**config.mk**
```make
export PLATFORM = sky130hd
export DESIGN_NAME = io_periph_bus
export DESIGN_NICKNAME = d
export VERILOG_FILES = /design/src/rtl/io_periph_bus.sv
export SDC_FILE = /design/constraint.sdc
export NUM_CORES = 1
export LEC_CHECK = 0
export ABC_AREA = 1
export CORE_UTILIZATION = 50
export DETAILED_ROUTE_END_ITERATION = 10
export GPL_ROUTABILITY_DRIVEN = 0
export PLACE_DENSITY = 0.81
export SLEW_MARGIN = 20
export SYNTH_ARGS = -nofsm -noshare
export SYNTH_HDL_FRONTEND = slang
export SYNTH_SLANG_ARGS = --single-unit
export TNS_END_PERCENT = 5
```
**constraint.sdc**
```tcl
create_clock -name clk -period 3.8 [get_ports clk]
set_input_delay 0.76 -clock clk [delete_from_list [all_inputs] [get_ports clk]]
set_output_delay 0.76 -clock clk [all_outputs]
set_load 0.01 [all_outputs]
```
**src/rtl/io_periph_bus.sv**
```systemverilog
// Memory-mapped IO register block: GPIO bank, SPI port with chip selects, UART registers with RX FIFO.
// States: IDLE = accept request | SPI_WAIT = SPI engine busy | TX_WAIT = stalled on tx_busy | DONE = hold request_done
module io_periph_bus #(
   parameter int GPIO_W   = 8,
   parameter int NUM_CS   = 4,
   parameter int RX_DEPTH = 4,
   parameter int ADDR_W   = 8
) (
   input  logic              clk,
   input  logic              rst_n,
   input  logic              start_request,
   input  logic              is_write,
   input  logic [ADDR_W-1:0] target_address,
   input  logic [31:0]       write_value,
   output logic [31:0]       fetched_value,
   output logic              request_done,
   input  logic [GPIO_W-1:0] gpio_in,
   output logic [GPIO_W-1:0] gpio_out,
   output logic [GPIO_W-1:0] gpio_oe,
   output logic [NUM_CS-1:0] spi_cs_n,
   output logic              spi_start,
   output logic [7:0]        spi_tx_byte,
   input  logic              spi_done,
   input  logic [7:0]        spi_rx_byte,
   output logic              uart_tx_start,
   output logic [7:0]        uart_tx_byte,
   input  logic              uart_tx_done,
   input  logic              uart_rx_valid,
   input  logic [7:0]        uart_rx_byte
);

   localparam int AW = (RX_DEPTH > 1) ? $clog2(RX_DEPTH) : 1;
   localparam logic [ADDR_W-3:0] W_GPIO_OUT  = (ADDR_W-2)'(0);
   localparam logic [ADDR_W-3:0] W_GPIO_OE   = (ADDR_W-2)'(1);
   localparam logic [ADDR_W-3:0] W_GPIO_IN   = (ADDR_W-2)'(2);
   localparam logic [ADDR_W-3:0] W_SPI_CS    = (ADDR_W-2)'(3);
   localparam logic [ADDR_W-3:0] W_SPI_DATA  = (ADDR_W-2)'(4);
   localparam logic [ADDR_W-3:0] W_UART_STAT = (ADDR_W-2)'(5);
   localparam logic [ADDR_W-3:0] W_UART_TX   = (ADDR_W-2)'(6);
   localparam logic [ADDR_W-3:0] W_UART_RX   = (ADDR_W-2)'(7);

   typedef enum logic [1:0] {IDLE, SPI_WAIT, TX_WAIT, DONE} state_t;
   state_t state, state_nx;

   logic [ADDR_W-3:0] waddr;
   logic [GPIO_W-1:0] gpio_out_r, gpio_oe_r, gpio_meta, gpio_sync;
   logic [NUM_CS-1:0] cs_mask;
   logic              cs_hold;
   logic [7:0]        spi_rx_last, pend_byte, tx_byte_nx;
   logic              tx_busy, overflow;
   logic [31:0]       rdata_r, rd_mux;
   logic              acc, tx_go, spi_go, to_txwait, rx_cap;
   logic              wr_acc, rd_acc, pop, push, ovf_set;
   logic [7:0]        fifo_mem [RX_DEPTH];
   logic [AW:0]       wr_ptr, rd_ptr;
   logic              fifo_empty, fifo_full;
   logic              unused_bits;

   assign waddr       = target_address[ADDR_W-1:2];
   assign unused_bits = ^{write_value, target_address};

   assign fifo_empty = (wr_ptr == rd_ptr);
   assign fifo_full  = (wr_ptr[AW] != rd_ptr[AW]) && (wr_ptr[AW-1:0] == rd_ptr[AW-1:0]);

   assign wr_acc  = acc && is_write;
   assign rd_acc  = acc && !is_write;
   assign pop     = rd_acc && (waddr == W_UART_RX) && !fifo_empty;
   assign push    = uart_rx_valid && (!fifo_full || pop);
   assign ovf_set = uart_rx_valid && fifo_full && !pop;

   always_comb begin
      state_nx  = state;
      acc       = 1'b0;
      tx_go     = 1'b0;
      spi_go    = 1'b0;
      to_txwait = 1'b0;
      rx_cap    = 1'b0;
      case (state)
         IDLE: if (start_request) begin
            if (is_write && waddr == W_SPI_DATA) begin
               spi_go   = 1'b1;
               state_nx = SPI_WAIT;
            end else if (is_write && waddr == W_UART_TX && tx_busy) begin
               to_txwait = 1'b1;
               state_nx  = TX_WAIT;
            end else begin
               acc      = 1'b1;
               tx_go    = is_write && (waddr == W_UART_TX);
               state_nx = DONE;
            end
         end
         SPI_WAIT: if (spi_done) begin
            rx_cap   = 1'b1;
            state_nx = DONE;
         end
         TX_WAIT: if (!tx_busy) begin
            tx_go    = 1'b1;
            state_nx = DONE;
         end
         DONE: if (!start_request) state_nx = IDLE;
         default: state_nx = IDLE;
      endcase
   end

   always_comb begin
      rd_mux = '0;
      case (waddr)
         W_GPIO_OUT:  rd_mux = 32'(gpio_out_r);
         W_GPIO_OE:   rd_mux = 32'(gpio_oe_r);
         W_GPIO_IN:   rd_mux = 32'(gpio_sync & ~gpio_oe_r);
         W_SPI_CS: begin
            rd_mux[NUM_CS-1:0] = cs_mask;
            rd_mux[31]         = cs_hold;
         end
         W_SPI_DATA:  rd_mux = {24'h0, spi_rx_last};
         W_UART_STAT: rd_mux = {28'h0, overflow, fifo_full, !fifo_empty, tx_busy};
         W_UART_TX:   rd_mux = {24'h0, uart_tx_byte};
         W_UART_RX:   if (!fifo_empty) rd_mux = {24'h0, fifo_mem[rd_ptr[AW-1:0]]};
         default:     rd_mux = '0;
      endcase
   end

   // A stalled write sends the byte captured on entry, not whatever is on the bus later
   assign tx_byte_nx = (state == TX_WAIT) ? pend_byte : write_value[7:0];

   always_ff @(posedge clk or negedge rst_n) begin
      if (!rst_n) begin
         state         <= IDLE;
         gpio_out_r    <= '0;
         gpio_oe_r     <= '0;
         gpio_meta     <= '0;
         gpio_sync     <= '0;
         cs_mask       <= '0;
         cs_hold       <= 1'b0;
         spi_tx_byte   <= '0;
         spi_rx_last   <= '0;
         pend_byte     <= '0;
         uart_tx_byte  <= '0;
         uart_tx_start <= 1'b0;
         tx_busy       <= 1'b0;
         overflow      <= 1'b0;
         rdata_r       <= '0;
         wr_ptr        <= '0;
         rd_ptr        <= '0;
      end else begin
         state         <= state_nx;
         gpio_meta     <= gpio_in;
         gpio_sync     <= gpio_meta;
         uart_tx_start <= tx_go;
         if (state == IDLE && start_request) rdata_r <= rd_acc ? rd_mux : '0;
         if (wr_acc && waddr == W_GPIO_OUT) gpio_out_r <= write_value[GPIO_W-1:0];
         if (wr_acc && waddr == W_GPIO_OE)  gpio_oe_r  <= write_value[GPIO_W-1:0];
         if (wr_acc && waddr == W_SPI_CS) begin
            cs_mask <= write_value[NUM_CS-1:0];
            cs_hold <= write_value[31];
         end
         if (spi_go)    spi_tx_byte <= write_value[7:0];
         if (rx_cap)    spi_rx_last <= spi_rx_byte;
         if (to_txwait) pend_byte   <= write_value[7:0];
         if (tx_go)     uart_tx_byte <= tx_byte_nx;
         if (tx_go)             tx_busy <= 1'b1;
         else if (uart_tx_done) tx_busy <= 1'b0;
         if (ovf_set) overflow <= 1'b1;
         else if (wr_acc && waddr == W_UART_STAT && write_value[3]) overflow <= 1'b0;
         if (push) wr_ptr <= wr_ptr + 1'b1;
         if (pop)  rd_ptr <= rd_ptr + 1'b1;
      end
   end

   always_ff @(posedge clk) begin
      if (push) fifo_mem[wr_ptr[AW-1:0]] <= uart_rx_byte;
   end

   assign fetched_value = rdata_r;
   assign request_done  = (state == DONE);
   assign spi_start     = (state == SPI_WAIT);
   assign gpio_out      = gpio_out_r & gpio_oe_r;
   assign gpio_oe       = gpio_oe_r;
   assign spi_cs_n      = ~(cs_mask & {NUM_CS{cs_hold | spi_start}});

endmodule

```
# Word level (Yosys, flattened, before mapping)

Memories as Yosys holds them, arrays and structs flattened.
Cells that the tools add are included.

Register bits: 112
Memory bits (writable): 32
Input bits: 71
Output and inout bits: 71
Word-level logic and storage cells: 107
Memories kept: 1

Add/subtract/negate cells: 2
Equality and inequality tests: 17
Muxes and demuxes: 37
Bitwise logic cells: 6
Reduce and logical (&&, ||, !) cells: 27

Memories:

| memory   | depth | width | read ports | clocked after memory_dff | write ports | line | RTL |
|---|---|---|---|---|---|---|---|
| fifo_mem | 4     | 8     | 1          | 0                        | 1           | 54   | `logic [7:0] fifo_mem [RX_DEPTH];` |

Operator list:

| cell                                          | number |
|---|---|
| case mux 27 bit (6 select lines)              | 1 |
| bitwise AND 8 x 32 -> 32 bit                  | 1 |
| 2-to-1 mux 32 bit                             | 1 |
| NOT 8 -> 32 bit                               | 1 |
| case mux 4 bit (8 select lines)               | 1 |
| == test 6 x 3 -> 1 bit, second input constant | 4 |
| 2-to-1 mux 1 bit                              | 24 |
| logical AND 1 bit                             | 17 |
| 2-to-1 mux 8 bit                              | 2 |
| == test 6 x 2 -> 1 bit, second input constant | 2 |
| 2-to-1 mux 2 bit                              | 5 |
| bitwise AND 8 bit                             | 1 |
| case mux 2 bit (4 select lines)               | 1 |
| adder 3 x 1 -> 3 bit, second input constant   | 2 |
| == test 6 x 1 -> 1 bit, second input constant | 1 |
| zero test 6 bit                               | 1 |
| inequality test 2 bit, second input constant  | 3 |
| bitwise AND 4 bit                             | 1 |
| == test 2 bit, second input constant          | 2 |
| zero test 1 bit                               | 4 |
| NOT 4 bit                                     | 1 |
| AND reduction 4 bit                           | 1 |
| nonzero test 2 bit                            | 2 |
| == test 3 bit                                 | 1 |
| other kinds (9)                               | 9 |

# Longest topological paths before layout

Gate-level depths: netlist (run 1).

Word-level depth: 14
Mapped depth: 11
Depth with buffers taken out: 11

# Least setup slack after synthesis (run 1)

Ideal clock, no wire load.

Path kind: input port to flip-flop
Start point: input port target_address[7]
End point: memory fifo_mem[0][0], enable pin
Setup time: 0.371 ns
Arrival time: 1.999 ns
Required time: 3.429 ns
Path slack: 1.430 ns
Stages on the path: 9
Buffers on the path: 0
Path through: nor2_2 -> nand2_1 -> nor2_1 -> nand2_1 -> inv_2 -> nand3_2 -> nand2_2 -> nand2_4 -> nor2_1

Longest elaborated chain between the ends: 14
Elaborated cells on any way between the ends: 17
Those cells by class: eq/ne (3); mux (6); reduce/logical (8)

RTL lines:

| element                                  | line | RTL |
|---|---|---|
| start, declared                          | 13   | `input logic [ADDR_W-1:0] target_address,` |
| == test 6 x 3 -> 1 bit                   | 83   | `end else if (is_write && waddr == W_UART_TX && tx_busy) begin` |
| logical AND 1 bit (2 in series)          | 83   |  |
| 2-to-1 mux 1 bit                         | 83   |  |
| 2-to-1 mux 1 bit                         | 80   | `if (is_write && waddr == W_SPI_DATA) begin` |
| 2-to-1 mux 1 bit                         | 79   | `IDLE: if (start_request) begin` |
| 2-to-1 mux 1 bit                         | 78   | `case (state)` |
| logical AND 1 bit                        | 66   | `assign rd_acc = acc && !is_write;` |
| logical AND 1 bit * (2 in series)        | 67   | `assign pop = rd_acc && (waddr == W_UART_RX) && !fifo_empty;` |
| logical OR 1 bit *                       | 68   | `assign push = uart_rx_valid && (!fifo_full \|\| pop);` |
| logical AND 1 bit *                      | 68   |  |
| 2-to-1 mux 1 bit *                       | 171  | `if (push) fifo_mem[wr_ptr[AW-1:0]] <= uart_rx_byte;` |
| 2-to-1 mux 1 bit (not written as such) * | 171  |  |
| end, declared                            | 54   |  |

Mark *: on every way between the ends. The rest lies on a longest branch, timed or not.

# Worst setup path in the final report (run 1)

Start point: register state[1]
End point: output port spi_cs_n[1]

Longest elaborated chain between the ends: 4

RTL lines:

| element                | line | RTL |
|---|---|---|
| start, declared        | 43   | `state_t state, state_nx;` |
| start signal, assigned | 146  | `state <= state_nx;` |
| == test 2 x 1 -> 1 bit | 176  | `assign spi_start = (state == SPI_WAIT);` |
| bitwise OR 1 bit       | 179  | `assign spi_cs_n = ~(cs_mask & {NUM_CS{cs_hold \| spi_start}});` |
| bitwise AND 4 bit      | 179  |  |
| NOT 4 bit              | 179  |  |
| end, declared          | 20   | `output logic [NUM_CS-1:0] spi_cs_n,` |

No other way between the ends.

==> results of run 1 <==
## worst max path at each step
stage	start	endpoint	slack [ps]	cells after the start
global placement	target_address[4]	fifo_mem[3][7]$_DFFE_PP_	940	12
global route	state[1]$_DFFE_PN0P_	spi_cs_n[1]	840	4
CTS	state[1]$_DFFE_PN0P_	spi_cs_n[1]	940	4
finish	state[1]$_DFFE_PN0P_	spi_cs_n[1]	880	4
floorplan	target_address[7]	fifo_mem[0][0]$_DFFE_PP_	1430	9
detailed placement	target_address[4]	fifo_mem[0][5]$_DFFE_PP_	800	12
## per-layer routing
layer / GRT usage [%] / part of all wire [%]
met5: 0 / 0
met4: 11.94 / 2.7
met3: 6.687 / 8.3
met2: 39.77 / 49
met1: 31.02 / 40
## final cells by class
class,instances,area share [%]
Sequential cell,121,45.00
Multi-Input combinational cell,383,27.62
Timing Repair Buffer,100,13.85
Clock buffer,23,6.446
Inverter,61,3.250
Tap cell,140,2.473
Clock inverter,8,1.360
## worst reg2reg max path, delay by kind of cell (launching register included)
| family | cells | cell delay [ps] |
|---|---|---|
| adder cells (fa/ha/maj) | 1 | 330 |
| flip-flops | 1 | 390 |
| AND/OR/NAND/NOR | 7 | 900 |
| buffers and inverters | 3 | 400 |
## power groups by stage
stage | Clock (mW) | Sequential, mW | Combinational [mW]
2_1_floorplan | 0 | 1.73 | 0.545
3_3_place_gp | 0 | 1.75 | 0.913
3_5_place_dp | 0 | 1.75 | 0.956
4_1_cts | 1.51 | 1.74 | 0.969
5_1_grt | 1.56 | 1.76 | 1.07
6_report | 1.50 | 1.74 | 0.970
## cells in the final DEF (no fill, tap or decap), drive strengths merged
cell type	Yosys	final
nand2	149	149
nor3	3	3
o22ai	6	6
clkinv	1	4
nand4	5	5
nand3	21	21
and3	1	1
a21oi	11	11
inv	60	61
clkinvlp	0	2
xnor2	3	3
a22oi	6	6
edfxtp	32	32
clkdlybuf4s50	0	92
nand3b	1	1
ha	9	9
bufinv	0	2
buf	31	8
dfrtp	89	89
clkbuf	2	23
mux2	7	7
o211ai	4	4
nor2	53	53
o21a	6	6
xor2	2	2
conb	1	23
o21ai	73	73
## flip-flops by register name (all words and copies together), names as in the netlist
register and flops:
pend_byte 8, gpio_sync 8, gpio_oe 8, spi_rx_last 8, overflow 1, uart_tx_start 1, fetched_value 9, gpio_meta 8
wr_ptr 3, state 2, cs_hold 1, uart_tx_byte 8, tx_busy 1, fifo_mem 32, spi_tx_byte 8, rd_ptr 3
gpio_out_r 8, cs_mask 4
## cells by family (layout without fill, tap and decap cells)
| kind of cell | Yosys count | after routing | synth area share (%) |
|---|---|---|---|
| multiplexers | 7 | 7 | 1.426 |
| AND/OR/NAND/NOR | 233 | 233 | 18.85 |
| adder cells (fa/ha/maj) | 9 | 9 | 2.037 |
| buffers and inverters | 94 | 192 | 8.420 |
| AO/OA/AOI/OAI | 106 | 106 | 10.73 |
| flip-flops | 121 | 121 | 57.67 |
| XOR/XNOR | 5 | 5 | 0.7924 |
| other | 1 | 23 | 0.06784 |
==> results.cfg, run 1 <==
[clock_network]
cts_sinks = 121
cts.repair_timing.setup_buffer_count = 0
hold_buf_cts = 0
clock-root-buffer = clkbuf_8
cts.repair.resized = 0
htree_levels = 4
tritoncts = yes
tritoncts.num_buffers = 17
max-clock-path-buffers = 2
insertion_delay_ps = 530
clk_transition_reported_paths_ps = 60

[final_layout]
n_antenna_cell = 0
finish.instance_area_sq_um = 7084
area.growth.synth_to_final_pct = 28.16
area.sequential_sq_um = 3188
layout-drive-gt1-share_pct = 10.49
number_of_nets_in_the_layout = 764
final_core_util_pct = 65.64
area_of_the_multi_input_gates_sq_um = 1957
n_fill_cell = 788
post_route_non_filler_standard_cell_count = 836

[sta]
max-slew-margin-rel_pct = 44.62
final.setup.worst_slack_ps = 882.5
post-route-period-util_pct = 76.78
worst_max_slew_pin_slew_ps = 830.7
final-max-slew-violation-count = 0
setup-violations-final = 0
rsz0062_at_grt = false
accumulated_negative_setup_slack_ps = 0
max_freq_ghz = 0.3428
hold_viol = 0
finalClockSkew_ps = 8.149
timing.final.crit_period_ps = 2918
fin_worst_hold_slack_ps = 326.8

[worst_hold_path]
timing.hold.worst.class = input port to asynchronous set/reset pin

[pwr]
power_density_nw_per_um2 = 594.6
power.static_leakage_nw = 3.251
peakVddDrop_mv = 0.4063
share_seq_of_total_power_pct = 41.3
switchingPower_mw = 1.245
power.internal_mw = 2.967
power.share.clock_pct = 35.6
swShare_pct = 29.55
fin_total_pwr_mw = 4.212
power.combinational.fraction_pct = 23.0

[place]
post_dp_cell_area_sq_um = 6531
place_worst_setup_slack_ps = 796.7
placement.io_buffers = 93
dp_hpwl_um = 9219
dp_cells = 805

[global_route]
grt_pass1_vias = 4381
grt-ovfl-total = 0
grt_usage_pct = 24.75
wire_length_of_the_first_global_routing_pass_um = 21110
grt_max_degree = 67
antenna_found_initial = 0

[flow_run]
timing.max_cap.violations = 0

[setup_path]
critical-path-slowest-cell = clkdlybuf4s50_1
critical_path_buf_inv_count = 2
critPathTopFamily = buffers and inverters
crit_path_start_kind = flip-flop
cp_data_required_time_ps = 3040
type_of_the_setup_path_with_the_least_slack = flip-flop to output pin
worstPathCellList = inv_1 -> ha_1 -> o21ai_0 -> clkdlybuf4s50_1
setup.worst_path.end_class = output pin
timing.rr.end = fifo_mem[0][5]$_DFFE_PP_
worst_r2r_startpoint = state[1]$_DFFE_PN0P_
critical_path_fanouts_max = 7
reg2reg_depth = 11
ff2ff_setup_slack_ps = 1470
cpPeakStageDelay_ps = 590
crit_arrival_ps = 2160

[synthesis]
synth_top_cell_by_area = dfrtp_1
seq_area_frac_synth_pct = 57.67
synth_top_cells_by_count = 140 x nand2_1, 89 x dfrtp_1, 60 x o21ai_0
netlist-cell-type-count = 35
synth_most_common_cell = nand2_1
netlist_area_sq_um = 5528
yosysWarnings = 0
edff_count_synth = 32
avg_cell_area_syn_sq_um = 9.597
yosysTopAreaCellShare_pct = 40.29
postSynthRegisterBits = 121
synth_async_sr_flop_share_pct = 73.55
synthFlopType = dfrtp_1
yosys-top-cells-area = dfrtp_1 40%, edfxtp_1 17%, nand2_1 9.5%
post_synth_inst_count = 576

[drt]
drc = 0
detailedRoute.firstIterationViolations = 279
routedWlPerCell_um = 16.05
via_per_inst = 5.398
detail_route.first_pass.iterations = 4
drt-total-wl_um = 13420
via_count = 4513
drt.antenna.violating_nets = 0

[die]
num_io_pins = 142
core-area_sq_um = 10790
die_area_sq_um = 11480
start_util_pct = 51.22
die_y_um = 107.1
dieWidth_um = 107.1
std_cell_rows = 38

[outcome]
status = finished clean
No activity file was read; power rests on OpenSTA's default activity.
==> run 2, diff against run 1 <==
Settings changed: CORE_UTILIZATION 50 to 44, PLACE_DENSITY 0.81 to 0.76.
Clock period 3.8 ns to 2.55 ns, I/O delays scaled along.
==> run 2 against run 1 <==
Register-to-register slack lost 1200 ps. Clock skew down 0.80 ps. Worst hold slack lost 300 ps. Utilization is 5.6 points lower. Setup slack worse by 840 ps. Via count decreased by 0.49%. Critical path type unchanged. Largest cell class unchanged. Largest power group unchanged. Highest routed layer unchanged.
==> results.cfg, run 2 (synthesized netlist as in run 1, its figures left out) <==
[place]
placement.io_buffers = 93
post_dp_cell_area_sq_um = 6639
dp_hpwl_um = 9604

[global_route]
grt_max_degree = 61
antenna_found_initial = 0
wire_length_of_the_first_global_routing_pass_um = 22260
grt_pass1_vias = 4548
grt-ovfl-total = 0
grt_usage_pct = 22.55

[clock_network]
clk_transition_reported_paths_ps = 50
hold_buf_cts = 0
cts_sinks = 121
htree_levels = 4
max-clock-path-buffers = 2
tritoncts.num_buffers = 17
insertion_delay_ps = 410
clock-root-buffer = clkbuf_16
tritoncts = yes
cts.repair.resized = 0
cts.repair_timing.setup_buffer_count = 0

[drt]
drt-total-wl_um = 13800
routedWlPerCell_um = 15.81
drc = 0
via_count = 4491
drt.antenna.violating_nets = 0
detail_route.first_pass.iterations = 5
via_per_inst = 5.144
detailedRoute.firstIterationViolations = 358

[pwr]
power.share.clock_pct = 38.5
power.internal_mw = 4.724
share_seq_of_total_power_pct = 39.4
power_density_nw_per_um2 = 903.5
swShare_pct = 28.14
switchingPower_mw = 1.850
peakVddDrop_mv = 0.4867
power.combinational.fraction_pct = 22.1
power.static_leakage_nw = 3.341

[setup_path]
critical-path-slowest-cell = clkdlybuf4s50_1
cp_data_required_time_ps = 2040
critical_path_fanouts_max = 7
critical_path_buf_inv_count = 2
type_of_the_setup_path_with_the_least_slack = flip-flop to output pin
worstPathCellList = inv_1 -> ha_1 -> o21ai_0 -> clkdlybuf4s50_1
crit_arrival_ps = 2000
cpPeakStageDelay_ps = 580
setup.worst_path.end_class = output pin
crit_path_start_kind = flip-flop
critPathTopFamily = buffers and inverters

[die]
dieWidth_um = 114.1
core-area_sq_um = 12110
std_cell_rows = 40
die_y_um = 114.1
start_util_pct = 45.64
num_io_pins = 142
die_area_sq_um = 13020

[worst_hold_path]
timing.hold.worst.class = input port to asynchronous set/reset pin

[sta]
max-slew-margin-rel_pct = 62.89
worst_max_slew_pin_slew_ps = 554.7
post-route-period-util_pct = 98.45
finalClockSkew_ps = 7.345
max_freq_ghz = 0.3983
accumulated_negative_setup_slack_ps = 0
setup-violations-final = 0
rsz0062_at_grt = false
timing.final.crit_period_ps = 2510
hold_viol = 0
final-max-slew-violation-count = 0

[final_layout]
finish.instance_area_sq_um = 7276
number_of_nets_in_the_layout = 772
layout-drive-gt1-share_pct = 11.77
largest_register_ff_count = 32
layout.cells.most_common_list = 140 x nand2_1, 92 x clkdlybuf4s50_1, 89 x dfrtp_1
layout_commonest_cell = nand2_1
n_fill_cell = 977
n_antenna_cell = 0
area.growth.synth_to_final_pct = 31.62

[flow_run]
timing.max_cap.violations = 0

[outcome]
status = finished clean
==> run 2: cell count changes in the layout (fill, tap and decap cells not counted), sizes merged <==
cell / delta
clkinv: -1
clkbuf: +3
buf: +8
clkinvlp: -2
bufinv: +1
==> run 2: final cells by class <==
type                       count  area [sq um]  area share [%]
sequential                   121          3188           43.82
multi-input combinational    383          1957           26.90
timing repair buffer         108          1054           14.48
clock buffer                  26         530.5           7.291
inverter                      61         230.2           3.164
tap                          168         210.2           2.889
clock inverter                 6         106.4           1.462
==> run 2: metal layers <==
layer	global-route usage, %	vias to the layer above	part of all wire, %	wire length (um)
met5	0	-	0	0
met3	5.876	22	7.5	1029
met1	27.81	2199	41	5665
li1	-	2068	-	-
met2	38.34	202	50	6857
met4	8.052	0	1.8	249
==> run 2: final timing paths <==
kind                                         from                  endpoint  slack [ps]  cells past startpoint
min in group clk           gpio_meta[0]$_DFF_PN0_    gpio_sync[0]$_DFF_PN0_         350                      0
hold / removal                              rst_n   uart_tx_start$_DFF_PN0_          30                      1
setup / recovery             state[1]$_DFFE_PN0P_               spi_cs_n[1]          40                      4
setup reg to reg             state[0]$_DFFE_PN0P_  fifo_mem[2][2]$_DFFE_PP_         270                     11
hold reg to reg            gpio_meta[0]$_DFF_PN0_    gpio_sync[0]$_DFF_PN0_         350                      0
max in group asynchronous                   rst_n    gpio_meta[5]$_DFF_PN0_        1870                      2
==> run 2: through the flow <==
| stage | total power [mW] | setup WS (ps) | hold WS [ps] | util (%) | instances |
|---|---|---|---|---|---|
| after floorplan | 3.394 | 371.6 | 214.4 | - | 598 |
| after global placement | 3.982 | 133.0 | 334.6 | 54.81 | 841 |
| after detailed placement | 4.053 | 52.11 | 336.4 | 54.81 | 841 |
| after CTS | 6.588 | 35.21 | 41.20 | 60.07 | 873 |
| after global routing | 6.871 | 8.753 | 55.33 | 60.07 | 873 |
| final | 6.574 | 39.54 | 29.43 | 60.07 | 873 |
==> run 2: power groups by stage <==
stage / clock network [mW] / logic (mW) / registers, mW
after global placement: 0 / 1.38 / 2.60
after CTS: 2.54 / 1.46 / 2.59
final: 2.53 / 1.45 / 2.59
after floorplan: 0 / 0.812 / 2.58
after global routing: 2.64 / 1.61 / 2.63
after detailed placement: 0 / 1.44 / 2.61
